[src/rtl/frame_source_scheduler.sv]
// Raster scheduler that pulls pixels from one of two sources per frame
// and emits them with line/frame strobes and an underflow counter.
module frame_source_scheduler #(
    parameter int H_ACTIVE = 800,
    parameter int V_ACTIVE = 600,
    parameter int H_TOTAL  = 840,
    parameter int V_TOTAL  = 640
) (
    input  logic        clock,
    input  logic        reset,
    input  logic        run,
    input  logic        sel,
    input  logic        src0_valid,
    input  logic        src1_valid,
    input  logic [7:0]  src0_pixel,
    input  logic [7:0]  src1_pixel,
    output logic        src0_ready,
    output logic        src1_ready,
    output logic [7:0]  pixelout,
    output logic        pixelout_valid,
    output logic        frame_start,
    output logic        line_start,
    output logic        grant,
    output logic [15:0] underflow_count
);

    typedef enum logic [1:0] {
        S_IDLE,
        S_ACTIVE,
        S_HBLANK,
        S_VBLANK
    } state_t;

    localparam logic [9:0] L_HA  = 10'(H_ACTIVE);
    localparam logic [9:0] L_VA  = 10'(V_ACTIVE);
    localparam logic [9:0] L_HT1 = 10'(H_TOTAL - 1);
    localparam logic [9:0] L_VT1 = 10'(V_TOTAL - 1);

    state_t      r_state;
    state_t      w_state_nx;
    logic [9:0]  r_col;
    logic [9:0]  r_row;
    logic        r_grant;
    logic        r_fresh;
    logic [7:0]  r_pix;
    logic        r_pix_vld;
    logic        r_fs;
    logic        r_ls;
    logic [15:0] r_uf;

    logic [9:0]  w_col_nx;
    logic [9:0]  w_row_nx;
    logic        w_gvalid;
    logic [7:0]  w_gpix;
    logic        w_xfer;
    logic        w_adv;
    logic        w_lwrap;
    logic        w_fwrap;
    logic        w_ls_d;
    logic        w_fs_d;

    always_comb begin
        w_gvalid = r_grant ? src1_valid : src0_valid;
        w_gpix   = r_grant ? src1_pixel : src0_pixel;
        w_xfer   = (r_state == S_ACTIVE) && w_gvalid;
        w_adv    = w_xfer || (r_state == S_HBLANK) || (r_state == S_VBLANK);
        w_lwrap  = w_adv && (r_col == L_HT1);
        w_fwrap  = w_lwrap && (r_row == L_VT1);
        w_col_nx = r_col;
        w_row_nx = r_row;
        if (r_state == S_IDLE) begin
            w_col_nx = '0;
            w_row_nx = '0;
        end else if (w_lwrap) begin
            w_col_nx = '0;
            w_row_nx = w_fwrap ? 10'd0 : r_row + 10'd1;
        end else if (w_adv) begin
            w_col_nx = r_col + 10'd1;
        end
    end

    always_ff @(posedge clock or negedge reset) begin
        if (!reset) begin
            r_state <= S_IDLE;
        end else begin
            r_state <= w_state_nx;
        end
    end

    // A stopped run only takes effect at the frame boundary
    always_comb begin
        w_state_nx = r_state;
        if (r_state == S_IDLE) begin
            w_state_nx = run ? S_ACTIVE : S_IDLE;
        end else if (w_fwrap && !run) begin
            w_state_nx = S_IDLE;
        end else if (w_row_nx >= L_VA) begin
            w_state_nx = S_VBLANK;
        end else if (w_col_nx >= L_HA) begin
            w_state_nx = S_HBLANK;
        end else begin
            w_state_nx = S_ACTIVE;
        end
    end

    always_comb begin
        src0_ready = (r_state == S_ACTIVE) && !r_grant;
        src1_ready = (r_state == S_ACTIVE) && r_grant;
        w_ls_d     = (r_state == S_ACTIVE) && r_fresh && (r_col == 10'd0);
        w_fs_d     = w_ls_d && (r_row == 10'd0);
    end

    // r_fresh marks the first cycle a position is presented, so stalls
    // at col 0 do not repeat the strobes
    always_ff @(posedge clock or negedge reset) begin
        if (!reset) begin
            r_col     <= '0;
            r_row     <= '0;
            r_grant   <= 1'b0;
            r_fresh   <= 1'b0;
            r_pix     <= '0;
            r_pix_vld <= 1'b0;
            r_fs      <= 1'b0;
            r_ls      <= 1'b0;
            r_uf      <= '0;
        end else begin
            r_col     <= w_col_nx;
            r_row     <= w_row_nx;
            if (((r_state == S_IDLE) && run) || w_fwrap) begin
                r_grant <= sel;
            end
            r_fresh   <= (r_state == S_IDLE) ? run : w_adv;
            r_pix     <= w_xfer ? w_gpix : 8'd0;
            r_pix_vld <= w_xfer;
            r_fs      <= w_fs_d;
            r_ls      <= w_ls_d;
            if ((r_state == S_ACTIVE) && !w_gvalid && (r_uf != 16'hFFFF)) begin
                r_uf <= r_uf + 16'd1;
            end
        end
    end

    assign pixelout        = r_pix;
    assign pixelout_valid  = r_pix_vld;
    assign frame_start     = r_fs;
    assign line_start      = r_ls;
    assign grant           = r_grant;
    assign underflow_count = r_uf;

endmodule

[config.mk]
export PLATFORM = sky130hd
export DESIGN_NAME = frame_source_scheduler
export DESIGN_NICKNAME = d
export VERILOG_FILES = /design/src/rtl/frame_source_scheduler.sv
export SDC_FILE = /design/constraint.sdc
export NUM_CORES = 1
export LEC_CHECK = 0
export CORE_MARGIN = 5
export CORE_UTILIZATION = 47
export CTS_CLUSTER_SIZE = 24
export DETAILED_ROUTE_END_ITERATION = 7
export PLACE_DENSITY = 0.86
export SYNTH_ARGS = -nofsm -noshare
export SYNTH_HDL_FRONTEND = slang
export SYNTH_SLANG_ARGS = --single-unit
[constraint.sdc]
create_clock -name clock -period 2 [get_ports clock]
set_input_delay 0.4 -clock clock [delete_from_list [all_inputs] [get_ports clock]]
set_output_delay 0.4 -clock clock [all_outputs]
set_load 0.02 [all_outputs]
Word-level counts from Yosys, hierarchy flattened
Index checks and enable logic that the tools add are counted.
{ "totals": {"reg_bits": 51, "in_bits": 22, "output_inout_bits": 30, "wordCells": 57} }
{ "op_classes": {"addsub": 3, "magnitude_cmp": 2, "eq_ne": 6, "muxes": 15, "reduce_logical": 21} }
{ "ops": {"columns": ["operator", "n"], "rows": [
  ["$mux W10", 6],
  ["$add A10 B1 Y10 const B", 2],
  ["$eq A10 B10 Y1 const B", 2],
  ["$ge A10 B10 Y1 const B", 2],
  ["$logic_not A10 Y1", 2],
  ["$add A16 B1 Y16 const B", 1],
  ["$mux W8", 2],
  ["$ne A16 B16 Y1 const B", 1],
  ["$logic_and A1 B1 Y1", 12],
  ["$mux W2", 4],
  ["$eq A2 B2 Y1 const B", 2],
  ["$logic_not A1 Y1", 3],
  ["$logic_or A1 B1 Y1", 3],
  ["$mux W1", 3],
  ["$eq A2 B1 Y1 const B", 1],
  ["$logic_not A2 Y1", 1]
]} }

Logic depth before layout (Yosys ltp)
Gate-level depths: netlist of run 1.
{ "depth": {"depth_word": 13, "mapped_depth": 8, "ltp_nobuf": 7} }

Least setup slack after synthesis of run 1
Ideal clock, no wire load.
{ "synth_path": {"path_type": "reg-to-reg", "start": "reg r_grant, in the netlist grant", "end": "reg r_state[0]", "setup_ps": 135, "arrival_ps": 1848, "t_required_ps": 1865, "slack_ps": 17, "stages_incl_launch_ff": 8, "n_path_buf": 1, "period_less_slack_ps": 1983, "cell_sequence": "dfrtp_1 > mux2_4 > a21o_1 > buf_2 > a31oi_1 > a211oi_2 > nor4b_2 > o22ai_1"} }
{ "synth_via": {"elab_chain_len": 13, "elab_cells_between_ends": 19, "classes_between": "2 x order compare; 11 x mux; 6 x reduce/logical"} }
{ "synth_lines": {"columns": ["item", "line_no", "source"], "rows": [
  ["start, declared", "43", "logic r_grant;"],
  ["start signal, assigned", "130", "r_grant <= sel;"],
  ["$mux W1 (*)", "63", "w_gvalid = r_grant ? src1_valid : src0_valid;"],
  ["$logic_and A1 B1 Y1 (*)", "65", "w_xfer = (r_state == S_ACTIVE) && w_gvalid;"],
  ["$logic_or A1 B1 Y1 (*) (2 in series)", "66", "w_adv = w_xfer || (r_state == S_HBLANK) || (r_state == S_VBLANK);"],
  ["$logic_and A1 B1 Y1", "67", "w_lwrap = w_adv && (r_col == L_HT1);"],
  ["$logic_and A1 B1 Y1", "68", "w_fwrap = w_lwrap && (r_row == L_VT1);"],
  ["$mux W10", "76", "w_row_nx = w_fwrap ? 10'd0 : r_row + 10'd1;"],
  ["$mux W10", "74", "end else if (w_lwrap) begin"],
  ["$mux W10", "71", "if (r_state == S_IDLE) begin"],
  ["$ge A10 B10 Y1", "97", "end else if (w_row_nx >= L_VA) begin"],
  ["$mux W2", "97", null],
  ["$mux W2 (*)", "95", "end else if (w_fwrap && !run) begin"],
  ["$mux W2 (*)", "93", "if (r_state == S_IDLE) begin"],
  ["net w_state_nx[0]", "40", "state_t w_state_nx;"],
  ["end signal, assigned", "86", "r_state <= w_state_nx;"],
  ["end, declared", "39", "state_t r_state;"]
]} }
The timed path passes the listed nets; every way through them passes the cells marked *.
A chain may end at the register's enable or synchronous reset.

Worst setup path after layout of run 1
{ "layout_path": {"start": "in src1_valid", "end": "reg r_state[1]"} }
{ "layout_via": {"elab_chain_len": 13, "elab_cells_between_ends": 19, "classes_between": "2 x order compare; 11 x mux; 6 x reduce/logical"} }
{ "layout_lines": {"columns": ["item", "line_no", "source"], "rows": [
  ["start, declared", "14", "input logic src1_valid,"],
  ["$mux W1 (*)", "63", null],
  ["$logic_and A1 B1 Y1 (*)", "65", null],
  ["$logic_or A1 B1 Y1 (*) (2 in series)", "66", null],
  ["$logic_and A1 B1 Y1", "67", null],
  ["$logic_and A1 B1 Y1", "68", null],
  ["$mux W10", "76", null],
  ["$mux W10", "74", null],
  ["$mux W10", "71", null],
  ["$ge A10 B10 Y1", "97", null],
  ["$mux W2", "97", null],
  ["$mux W2 (*)", "95", null],
  ["$mux W2 (*)", "93", null],
  ["net w_state_nx[1]", "40", null]
]} }
Marks and branches as above.

==> report_table.html, run 1 <==
<table>
<tr><th>Metric</th><th>Value</th></tr>
<tr><th colspan="2">Yosys</th></tr>
<tr><td>Leading cell type by number of instances after synthesis</td><td>dfrtp_1</td></tr>
<tr><td>Simple-Gate Fraction of Synth Area</td><td>25.1%</td></tr>
<tr><td>Commonest cells in the synthesized netlist</td><td>dfrtp_1 (51), nor2_1 (37), nand2_1 (24)</td></tr>
<tr><td>Main flop type after synthesis</td><td>dfrtp_1</td></tr>
<tr><td>Warning count from the yosys run</td><td>0</td></tr>
<tr><td>Synth Area in XOR/XNOR</td><td>10.6%</td></tr>
<tr><td>Multiplexer share of the synthesized area</td><td>4.78%</td></tr>
<tr><td>Portion of the post-synthesis area used by sequential elements</td><td>48.3%</td></tr>
<tr><td>Netlist area before placement</td><td>2640 um2</td></tr>
<tr><td>Area fraction of the dominant cell type after synthesis</td><td>48.3%</td></tr>
<tr><td>Top cell type by total area after synthesis</td><td>dfrtp_1</td></tr>
<tr><td>Largest cells by area after synthesis</td><td>dfrtp_1 (48%), xnor2_1 (7.0%), nor2_1 (5.3%)</td></tr>
<tr><td>Post-synthesis instance total</td><td>262</td></tr>
<tr><td>Main combinational cell family by area after synthesis</td><td>simple AND/OR/NAND/NOR gates</td></tr>
<tr><td>Number of enable flip-flop cells after synthesis</td><td>0</td></tr>
<tr><td>Compound-Gate Fraction of Synth Area</td><td>6.01%</td></tr>
<tr><td>Avg Inst Size Synth</td><td>10.1 um2</td></tr>
<tr><td>Post-synth cell types</td><td>47</td></tr>
<tr><td>Synthesized Nets</td><td>289</td></tr>
<tr><td>Async set-or-reset flop fraction in the synthesized netlist</td><td>100%</td></tr>
<tr><td>FF+latch count, synth</td><td>51</td></tr>
<tr><td>Adder and majority gate portion of the synthesized area</td><td>2.37%</td></tr>
<tr><th colspan="2">Route</th></tr>
<tr><td>First drt pass iteration count</td><td>4</td></tr>
<tr><td>Number of violations reported at the end of detailed-routing iteration 0</td><td>106</td></tr>
<tr><td>Number of design rule violations left after detail routing</td><td>0</td></tr>
<tr><td>Post-DR wirelength/cell</td><td>15.3 um</td></tr>
<tr><td>Final wirelength</td><td>6.41 mm</td></tr>
<tr><td>Detail-routed via count per cell</td><td>5.31</td></tr>
<tr><td>Total vias in the final route</td><td>2,220</td></tr>
<tr><td>ANT nets after route</td><td>0</td></tr>
<tr><th colspan="2">Setup path</th></tr>
<tr><td>Reg2Reg Setup Slack</td><td>-0.05 ns</td></tr>
<tr><td>Critical path start-end classification</td><td>in -&gt; reg</td></tr>
<tr><td>Endpoint required time on the critical path</td><td>2.22 ns</td></tr>
<tr><td>Delay of the slowest cell on the worst path</td><td>0.50 ns</td></tr>
<tr><td>Setup crit end kind</td><td>register</td></tr>
<tr><td>Arrival time worst endpoint</td><td>2.29 ns</td></tr>
<tr><td>Family with the most delay on the worst path</td><td>compound AO/OA/AOI/OAI gates</td></tr>
<tr><td>Sequence of cells on the critical path</td><td>clkdlybuf4s50_1 &gt; mux2_4 &gt; a21oi_2 &gt; buf_4 &gt; o31ai_1 &gt; a211oi_2 &gt; nor4b_2 &gt; o21bai_1</td></tr>
<tr><td>Buffering stage count on the worst path with inverters included</td><td>2</td></tr>
<tr><td>Crit-path max FO</td><td>5</td></tr>
<tr><td>Depth of the worst register-to-register path</td><td>6</td></tr>
<tr><td>Capturing point of the worst reg2reg path</td><td>r_state[1]$_DFF_PN0_</td></tr>
<tr><td>Critical register-to-register path startpoint</td><td>r_col[3]$_DFF_PN0_</td></tr>
<tr><td>Critical-path cell with the highest stage delay</td><td>clkdlybuf4s50_1</td></tr>
<tr><td>Setup crit start kind</td><td>primary input</td></tr>
<tr><th colspan="2">Clocking</th></tr>
<tr><td>Number of clock sinks</td><td>51</td></tr>
<tr><td>Clock tree from TritonCTS</td><td>yes</td></tr>
<tr><td>Root buffer cell</td><td>clkbuf_8</td></tr>
<tr><td>Reg clk slew, reported paths</td><td>0.09 ns</td></tr>
<tr><td>Buffer depth of the longest clock path</td><td>2</td></tr>
<tr><td>Clock latency at the later pin of the worst-skew pair</td><td>0.31 ns</td></tr>
<tr><td>Post-cts hold buffer count</td><td>0</td></tr>
<tr><td>CTS H-tree depth</td><td>2</td></tr>
<tr><td>Clock buffers created by TritonCTS</td><td>5</td></tr>
<tr><th colspan="2">Status</th></tr>
<tr><td>Violations in the final reports</td><td>setup timing</td></tr>
<tr><td>Result of the run</td><td>complete, but fails checks</td></tr>
<tr><th colspan="2">Place</th></tr>
<tr><td>Area after DPL</td><td>3460 um2</td></tr>
<tr><td>Placed instance count</td><td>410</td></tr>
<tr><td>Global placer's final weighted congestion</td><td>0.897</td></tr>
<tr><td>I/O Buffers</td><td>51</td></tr>
<tr><td>Detailed placement HPWL</td><td>4.83 mm</td></tr>
<tr><th colspan="2">Global route</th></tr>
<tr><td>Wire length of the first global-routing pass</td><td>10.5 mm</td></tr>
<tr><td>Remaining global-route overflow</td><td>0</td></tr>
<tr><td>Via count of the first global-routing pass</td><td>2,183</td></tr>
<tr><td>Maximum number of pins on one net before global-route repair</td><td>30</td></tr>
<tr><td>Number of antenna violations at the first check in global routing</td><td>0</td></tr>
<tr><td>Overall fraction of global-route tracks in use</td><td>18.1%</td></tr>
<tr><th colspan="2">STA</th></tr>
<tr><td>Final cycle utilization of the critical path</td><td>103%</td></tr>
<tr><td>Number of max-slew violations in the final report</td><td>0</td></tr>
<tr><td>Timing-limited maximum frequency</td><td>483 MHz</td></tr>
<tr><td>Setup repair after global routing missed its margin</td><td>yes</td></tr>
<tr><td>Actual slew at the worst max-slew pin</td><td>0.516 ns</td></tr>
<tr><td>Setup-failing EPs final</td><td>2</td></tr>
<tr><td>Final hold violation count</td><td>0</td></tr>
<tr><td>Worst hold slack across all endpoints</td><td>0.0580 ns</td></tr>
<tr><td>Max-slew headroom</td><td>65.6%</td></tr>
<tr><td>Worst path setup slack after routing</td><td>-0.0683 ns</td></tr>
<tr><td>TNS Setup</td><td>-0.127 ns</td></tr>
<tr><td>Post-route clock skew</td><td>0.00799 ns</td></tr>
<tr><td>Time the worst path needs with I/O delays and setup</td><td>2.07 ns</td></tr>
<tr><th colspan="2">Flow run</th></tr>
<tr><td>Maxcap violations</td><td>0</td></tr>
<tr><th colspan="2">Pwr</th></tr>
<tr><td>Total power per unit cell area</td><td>847 nW/um2</td></tr>
<tr><td>Overall power consumption</td><td>3.06 mW</td></tr>
<tr><td>Leakage power of the design</td><td>1.63 nW</td></tr>
<tr><td>Worst vdd rail ir drop</td><td>0.577 mV</td></tr>
<tr><th colspan="2">Cells and area</th></tr>
<tr><td>Layout cell share with drive strength beyond 1</td><td>16.8%</td></tr>
<tr><td>Area growth from synthesis to layout</td><td>36.5%</td></tr>
<tr><td>Nets</td><td>373</td></tr>
<tr><td>Post-route cell area</td><td>3610 um2</td></tr>
<tr><td>Number of antenna repair diodes</td><td>0</td></tr>
<tr><td>Final instance count without filler cells</td><td>418</td></tr>
<tr><th colspan="2">Floorplanning</th></tr>
<tr><td>Placeable core area</td><td>5470 um2</td></tr>
<tr><td>Vertical die dimension</td><td>85 um</td></tr>
<tr><td>Effective utilization at floorplan</td><td>48.3%</td></tr>
<tr><td>Number of core rows</td><td>27</td></tr>
<tr><td>Die width</td><td>85 um</td></tr>
<tr><td>Die Area</td><td>7230 um2</td></tr>
<tr><td>Number of placed I/O pins</td><td>52</td></tr>
<tr><th colspan="2">Min path</th></tr>
<tr><td>Hold/Removal Path Class</td><td>in -&gt; async</td></tr>
</table>
## layout make-up
class / count / area (um2)
clock inverter: 2 / 37.5
fill: 422 / 1860
multi-input combinational: 192 / 1320
tap: 72 / 90.1
sequential: 51 / 1280
clock buffer: 5 / 68.8
inverter: 11 / 41.3
timing repair buffer: 85 / 774
## state kept, by name (all words and copies together), names as in the netlist
name,cells
underflow_count,16
pixelout,8
pixelout_valid,1
frame_start,1
r_row,10
r_col,10
r_fresh,1
grant,1
line_start,1
r_state,2
## layout by cell type (no fill, tap or decap), types with 5 or more instances in the layout
cell type	Yosys	layout
and4_1	7	7
buf_4	0	32
clkbuf_8	0	5
clkdlybuf4s50_1	0	48
dfrtp_1	51	50
ha_1	5	5
inv_1	11	11
mux2i_1	10	10
nand2_1	24	24
nand3_1	12	11
nand4_1	5	5
nor2_1	37	37
nor3_1	6	5
xnor2_1	21	21
xor2_1	11	11
## report_power, final
group	leakage [nW]	internal, mW	switching, mW	total, mW
clock	0.0502	0.366	0.334	0.700
combinational	0.922	0.511	0.531	1.04
sequential	0.656	1.18	0.135	1.32
## worst max-delay path by stage
stage | depth (start not counted) | endpoint | slack, ns | startpoint
after floorplan | 7 | r_state[0]$_DFF_PN0_ | 0.02 | grant$_DFFE_PN0P_
after global placement | 7 | r_state[1]$_DFF_PN0_ | -0.26 | src0_valid
after detailed placement | 7 | r_state[1]$_DFF_PN0_ | -0.31 | src1_valid
after CTS | 7 | r_state[0]$_DFF_PN0_ | -0.001 | src1_valid
after global routing | 8 | r_state[0]$_DFF_PN0_ | -0.11 | src1_valid
final | 8 | r_state[1]$_DFF_PN0_ | -0.07 | src1_valid
## cell families (layout without fill, tap and decap cells)
group	Yosys count	count (layout)
AO/OA/AOI/OAI	21	21
adder cells (fa/ha/maj)	5	5
XOR/XNOR	32	32
buffers and inverters	19	103
flip-flops	51	51
AND/OR/NAND/NOR	122	122
multiplexers	12	12
## metrics by stage
step	utilization [%]	setup WS, ns
floorplan	-	0.0171
global placement	63.3	-0.262
detailed placement	63.3	-0.312
CTS	65.5	-0.00141
global route	65.9	-0.113
finish	65.9	-0.0683
## timing repair
action,CTS,global route
pin swaps,2,3
endpoints found under the setup margin,4,5
gates cloned,0,0
gates resized for setup,5,7
endpoints found under the hold margin,0,0
buffers inserted,1,0
## layer usage
layer | up-vias | share of wire, % | GRT usage [%]
li1 | 1065 | - | -
met1 | 1083 | 43 | 22.8
met2 | 61 | 50 | 30.8
met3 | 11 | 5.9 | 4.27
met4 | 0 | 1.3 | 5.47
met5 | - | 0 | 0
Power figures use the tool's default switching activity.
==> run 2: changes to the inputs <==
Settings changed: TNS_END_PERCENT from default to 1.
==> run 2 against run 1 <==
Effect of this change: the flow still finishes with violations (setup timing); sequential cell count is the same; sequential share of layout area increased by 0.062 points; count of clock-buffer cells in the layout stayed put; non-clock buffer count shrank 1; critical path type unchanged; largest power group unchanged.
==> report_table.html, run 2 (same netlist as run 1, synthesis figures left out) <==
<table>
<tr><th>Metric</th><th>Value</th></tr>
<tr><th colspan="2">Status</th></tr>
<tr><td>Result of the run</td><td>complete, but fails checks</td></tr>
<tr><td>Violations in the final reports</td><td>setup timing</td></tr>
<tr><th colspan="2">Setup path</th></tr>
<tr><td>Endpoint required time on the critical path</td><td>2.22 ns (about the same)</td></tr>
<tr><td>Depth of the worst register-to-register path</td><td>6 (unchanged)</td></tr>
<tr><td>Critical-path cell with the highest stage delay</td><td>clkdlybuf4s50_1</td></tr>
<tr><td>Sequence of cells on the critical path</td><td>clkdlybuf4s50_1 &gt; mux2_4 &gt; a21oi_2 &gt; buf_4 &gt; o31ai_1 &gt; a211oi_2 &gt; nor4b_2 &gt; o21bai_1</td></tr>
<tr><td>Delay of the slowest cell on the worst path</td><td>0.50 ns (about the same)</td></tr>
<tr><td>Family with the most delay on the worst path</td><td>compound AO/OA/AOI/OAI gates</td></tr>
<tr><td>Arrival time worst endpoint</td><td>2.29 ns (about the same)</td></tr>
<tr><td>Reg2Reg Setup Slack</td><td>-0.04 ns (about the same)</td></tr>
<tr><td>Capturing point of the worst reg2reg path</td><td>r_state[1]$_DFF_PN0_</td></tr>
<tr><td>Critical register-to-register path startpoint</td><td>r_col[7]$_DFF_PN0_</td></tr>
<tr><td>Setup crit end kind</td><td>register</td></tr>
<tr><td>Crit-path max FO</td><td>5 (unchanged)</td></tr>
<tr><td>Critical path start-end classification</td><td>in -&gt; reg</td></tr>
<tr><td>Buffering stage count on the worst path with inverters included</td><td>2 (unchanged)</td></tr>
<tr><td>Setup crit start kind</td><td>primary input</td></tr>
<tr><th colspan="2">STA</th></tr>
<tr><td>Final cycle utilization of the critical path</td><td>104% (+0.21 points)</td></tr>
<tr><td>Actual slew at the worst max-slew pin</td><td>0.517 ns (+0.00139 ns)</td></tr>
<tr><td>Setup repair after global routing missed its margin</td><td>yes</td></tr>
<tr><td>Number of max-slew violations in the final report</td><td>0 (unchanged)</td></tr>
<tr><td>Post-route clock skew</td><td>0.00801 ns (+0.0000217 ns)</td></tr>
<tr><td>Setup-failing EPs final</td><td>2 (unchanged)</td></tr>
<tr><td>Timing-limited maximum frequency</td><td>482 MHz (-0.21%)</td></tr>
<tr><td>Time the worst path needs with I/O delays and setup</td><td>2.07 ns (+0.00427 ns)</td></tr>
<tr><td>Worst path setup slack after routing</td><td>-0.0726 ns (-0.00427 ns)</td></tr>
<tr><td>Final hold violation count</td><td>0 (unchanged)</td></tr>
<tr><td>Max-slew headroom</td><td>65.5% (-0.092 points)</td></tr>
<tr><th colspan="2">Route</th></tr>
<tr><td>ANT nets after route</td><td>0 (unchanged)</td></tr>
<tr><td>Total vias in the final route</td><td>2,216 (-0.18%)</td></tr>
<tr><td>Detail-routed via count per cell</td><td>5.31 (about the same)</td></tr>
<tr><td>Post-DR wirelength/cell</td><td>15.3 um (-0.24%)</td></tr>
<tr><td>First drt pass iteration count</td><td>5 (+1)</td></tr>
<tr><td>Number of design rule violations left after detail routing</td><td>0 (unchanged)</td></tr>
<tr><td>Number of violations reported at the end of detailed-routing iteration 0</td><td>114 (+7.5%)</td></tr>
<tr><td>Final wirelength</td><td>6.38 mm (-0.48%)</td></tr>
<tr><th colspan="2">Clocking</th></tr>
<tr><td>Root buffer cell</td><td>clkbuf_8</td></tr>
<tr><td>Number of clock sinks</td><td>51 (unchanged)</td></tr>
<tr><td>Clock buffers created by TritonCTS</td><td>5 (unchanged)</td></tr>
<tr><td>Post-cts hold buffer count</td><td>0 (unchanged)</td></tr>
<tr><td>Buffer depth of the longest clock path</td><td>2 (unchanged)</td></tr>
<tr><td>CTS H-tree depth</td><td>2 (unchanged)</td></tr>
<tr><td>Clock tree from TritonCTS</td><td>yes</td></tr>
<tr><td>Reg clk slew, reported paths</td><td>0.09 ns (about the same)</td></tr>
<tr><td>Buffer count from post-CTS setup fixing</td><td>0 (-1)</td></tr>
<tr><td>Clock latency at the later pin of the worst-skew pair</td><td>0.30 ns (about the same)</td></tr>
<tr><th colspan="2">Floorplanning</th></tr>
<tr><td>Die Area</td><td>7230 um2 (unchanged)</td></tr>
<tr><td>Number of core rows</td><td>27 (unchanged)</td></tr>
<tr><td>Placeable core area</td><td>5470 um2 (unchanged)</td></tr>
<tr><td>Number of placed I/O pins</td><td>52 (unchanged)</td></tr>
<tr><td>Effective utilization at floorplan</td><td>48.3% (unchanged)</td></tr>
<tr><td>Vertical die dimension</td><td>85 um (unchanged)</td></tr>
<tr><td>Die width</td><td>85 um (unchanged)</td></tr>
<tr><th colspan="2">Cells and area</th></tr>
<tr><td>Max FFs per register</td><td>16 (unchanged)</td></tr>
<tr><td>Sequential cell area</td><td>1280 um2 (unchanged)</td></tr>
<tr><td># fillers</td><td>424 (+0.47%)</td></tr>
<tr><td>Area of the multi-input gates</td><td>1320 um2 (about the same)</td></tr>
<tr><td>Most frequent standard cell in the layout excluding fill and tap cells</td><td>dfrtp_1</td></tr>
<tr><td>Layout Utilization</td><td>65.8% (-0.11 points)</td></tr>
<tr><td>Area growth from synthesis to layout</td><td>36.3%</td></tr>
<tr><td>Layout cell share with drive strength beyond 1</td><td>16.5% (-0.24 points)</td></tr>
<tr><td>Number of antenna repair diodes</td><td>0 (unchanged)</td></tr>
<tr><td>Nets</td><td>372 (-0.27%)</td></tr>
<tr><td>Highest-count cells in the layout ignoring fill and taps</td><td>dfrtp_1 (50), clkdlybuf4s50_1 (48), nor2_1 (37), buf_4 (31), nand2_1 (24)</td></tr>
<tr><th colspan="2">Pwr</th></tr>
<tr><td>Switching power as a share of total power</td><td>32.8% (+0.11 points)</td></tr>
<tr><td>Register share of total power</td><td>43.1% (about the same)</td></tr>
<tr><td>Leakage power of the design</td><td>1.62 nW (-0.20%)</td></tr>
<tr><td>Total net switching power</td><td>1.00 mW (+0.30%)</td></tr>
<tr><td>Total power per unit cell area</td><td>848 nW/um2 (+0.16%)</td></tr>
<tr><td>Overall power consumption</td><td>3.06 mW (about the same)</td></tr>
<tr><td>Clock network fraction of total power</td><td>22.9% (about the same)</td></tr>
<tr><td>Logic gate share of total power</td><td>34.0% (about the same)</td></tr>
<tr><td>Internal portion of total power</td><td>2.05 mW (-0.18%)</td></tr>
<tr><td>Worst vdd rail ir drop</td><td>0.578 mV (+0.14%)</td></tr>
<tr><th colspan="2">Place</th></tr>
<tr><td>Global placer's final weighted congestion</td><td>0.897 (unchanged)</td></tr>
<tr><td>I/O Buffers</td><td>51 (unchanged)</td></tr>
<tr><td>Detailed placement HPWL</td><td>4.83 mm (unchanged)</td></tr>
<tr><th colspan="2">Global route</th></tr>
<tr><td>Number of antenna violations at the first check in global routing</td><td>0 (unchanged)</td></tr>
<tr><td>Via count of the first global-routing pass</td><td>2,180 (-0.14%)</td></tr>
<tr><td>Wire length of the first global-routing pass</td><td>10.5 mm (-0.27%)</td></tr>
<tr><td>Remaining global-route overflow</td><td>0 (unchanged)</td></tr>
<tr><td>Overall fraction of global-route tracks in use</td><td>18.1% (-0.041 points)</td></tr>
<tr><td>Maximum number of pins on one net before global-route repair</td><td>30 (unchanged)</td></tr>
<tr><th colspan="2">Min path</th></tr>
<tr><td>Hold/Removal Path Class</td><td>in -&gt; async</td></tr>
<tr><th colspan="2">Flow run</th></tr>
<tr><td>Maxcap violations</td><td>0 (unchanged)</td></tr>
</table>
## run 2: cell types whose count changed in the layout (fill, tap and decap cells not counted)
| cell | previous run | this run |
|---|---|---|
| and2_2 | 1 | 0 |
| buf_4 | 32 | 31 |
| and2_4 | 0 | 1 |
## run 2: how the worst max path moves through the flow
| stage | start | to | slack [ns] | depth (start not counted) |
|---|---|---|---|---|
| after floorplan | grant$_DFFE_PN0P_ | r_state[0]$_DFF_PN0_ | 0.02 | 7 |
| after global placement | src0_valid | r_state[1]$_DFF_PN0_ | -0.26 | 7 |
| after detailed placement | src1_valid | r_state[1]$_DFF_PN0_ | -0.31 | 7 |
| after CTS | src1_valid | r_state[0]$_DFF_PN0_ | -0.001 | 7 |
| after global routing | src1_valid | r_state[0]$_DFF_PN0_ | -0.11 | 8 |
| final | src1_valid | r_state[1]$_DFF_PN0_ | -0.07 | 8 |
## run 2: power by group through the flow
stage / registers (mW) / logic [mW] / clock network (mW)
2_1_floorplan: 1.44 / 0.433 / 0
3_5_place_dp: 1.33 / 1.03 / 0
3_3_place_gp: 1.32 / 0.991 / 0
4_1_cts: 1.31 / 1.04 / 0.714
5_1_grt: 1.34 / 1.13 / 0.761
6_report: 1.32 / 1.04 / 0.700
## run 2: per-stage QoR
step	hold WS [ns]	std cells	TNS (ns)	cell area [um2]	setup slack [ns]
6_report	0.0618	417	-0.133	3600	-0.0726
3_3_place_gp	0.396	410	-2.42	3460	-0.262
2_1_floorplan	0.104	262	0	2640	0.0171
4_1_cts	0.0736	417	-0.00200	3580	-0.00141
3_5_place_dp	0.406	410	-3.19	3460	-0.312
5_1_grt	0.101	417	-0.316	3600	-0.113
## run 2: routing by layer
layer	track usage [%]	vias to the layer above	wire length, um
met5	0	-	0
met4	5.47	0	83
met3	4.27	10	377
met2	30.8	64	3180
met1	22.7	1079	2740
li1	-	1063	-
## run 2: layout make-up
cell class / count / area share (%)
Multi-Input combinational cell: 192 / 36.6
Sequential cell: 51 / 35.5
Timing Repair Buffer: 84 / 21.3
Tap cell: 72 / 2.50
Clock buffer: 5 / 1.91
Inverter: 11 / 1.15
Clock inverter: 2 / 1.04
## run 2: timing repair
item                                   CTS  global route
pin swaps                                1             3
setup endpoints to repair                4             5
gates resized for setup                  5             8
endpoints found under the hold margin    0             0
==> RTL edit: new RTL, config.mk and constraints of run 1 <==
`r_pix` no longer has a reset.
--- a/src/rtl/frame_source_scheduler.sv
+++ b/src/rtl/frame_source_scheduler.sv
@@ -119,5 +119,4 @@
             r_grant   <= 1'b0;
             r_fresh   <= 1'b0;
-            r_pix     <= '0;
             r_pix_vld <= 1'b0;
             r_fs      <= 1'b0;
@@ -131,5 +130,4 @@
             end
             r_fresh   <= (r_state == S_IDLE) ? run : w_adv;
-            r_pix     <= w_xfer ? w_gpix : 8'd0;
             r_pix_vld <= w_xfer;
             r_fs      <= w_fs_d;
@@ -139,4 +137,8 @@
             end
         end
+    end
+
+    always_ff @(posedge clock) begin
+        r_pix <= w_xfer ? w_gpix : 8'd0;
     end
 
Formal check against the unedited RTL: differs if reset is asserted again (counterexample within 4 cycles, from zero or initial values and one cycle with reset low); with reset held inactive, the same outputs for 10 cycles.
==> RTL edit against run 1 <==
Setup slack got worse by 0.067 ns. Synthesized cell count increased by 4.2%. Largest power group is now combinational cells. Area after synthesis grew 0.62%. Total power grew 7.5%. Sequential cell count stayed put. Routed wire length increased by 32%. The flow still finishes with violations (setup timing). Cell area grew 8.7%. Critical endpoint is now r_state[0]$_DFF_PN0_.
==> RTL edit: results (changes against run 1) <==
Final worst slack: -0.135 ns (-0.0670 ns)
Distinct cells, synth: 56 (+19%)
Cell family with most CP delay: simple AND/OR/NAND/NOR gates
Setup total negative slack: -0.711 ns (-0.584 ns)
GR Util All Layers: 0.234 (+0.0525)
Initial drt markers: 113 (+6.6%)
Dpl cell area: 0.00365 mm^2 (+5.3%)
Status: complete, but fails checks
Post-CTS sizing: 17 (+12)
Pleak: 1.73 nW (+6.1%)
Detailed-routing wirelength on met1: 3020 um (+9.1%)
Synth area leaders: dfrtp_1 40%, xnor2_1 6.3%, dfxtp_1 6.0%, nor2_1 4.7%, xor2_1 4.3%
Grt met3 use: 0.0476 (+0.00485)
VDD IR max: 0.689 mV (+19%)
Slowest CP cell: or4_4
Placed Cells: 442 (+7.8%)
Setup violators final: 9 (+7)
NetSw: 1.15 mW (+15%)
Complex-gate fraction of the synthesized area: 0.0865 (+0.0264)
Sequential cell area share: 0.315 (-0.0390)
Commonest cells in the synthesized netlist: 43 x dfrtp_1, 33 x nor2_1, 27 x nand2_1
Clkbuf count: 7 (+2)
Sequential-to-total area share from yosys stat: 0.465 (-0.0180)
Largest net degree at the start of global routing: 25 (-17%)
Critical path arrival: 2.33 ns (+0.04 ns)
Synth async-reset ratio: 0.843 (-0.157)
NumNets Final: 407 (+9.1%)
Failing checks: setup timing
Synth Area in Adders: 0.0235 (-0.000145)
Gate Count Post-Synth: 273 (+4.2%)
Pre-CTS setup slack: -0.429 ns (-0.117 ns)
First-pass detailed-route iteration total: 5 (+1)
Met2 GRT Util: 0.434 (+0.126)
## RTL edit: changes by cell type in the layout (fill, tap and decap cells not counted), sizes merged, moves of 4 or more
| cell | before | now |
|---|---|---|
| dfrtp | 51 | 43 |
| dfxtp | 0 | 8 |
| and4 | 7 | 3 |
| buf | 35 | 60 |
| and3 | 3 | 7 |
| inv | 11 | 6 |
| nand4 | 6 | 12 |
## RTL edit: final timing paths
path                                                  from                               to  depth (start not counted)
setup / recovery                        r_col[5]$_DFF_PN0_             r_state[0]$_DFF_PN0_                          6
hold / removal                                       reset               r_row[2]$_DFF_PN0_                          1
setup reg to reg                        r_col[5]$_DFF_PN0_             r_state[0]$_DFF_PN0_                          6
hold reg to reg            underflow_count[15]$_DFFE_PN0P_  underflow_count[15]$_DFFE_PN0P_                          1
max in group asynchronous                            reset               r_col[6]$_DFF_PN0_                          2
min in group clock         underflow_count[15]$_DFFE_PN0P_  underflow_count[15]$_DFFE_PN0P_                          1
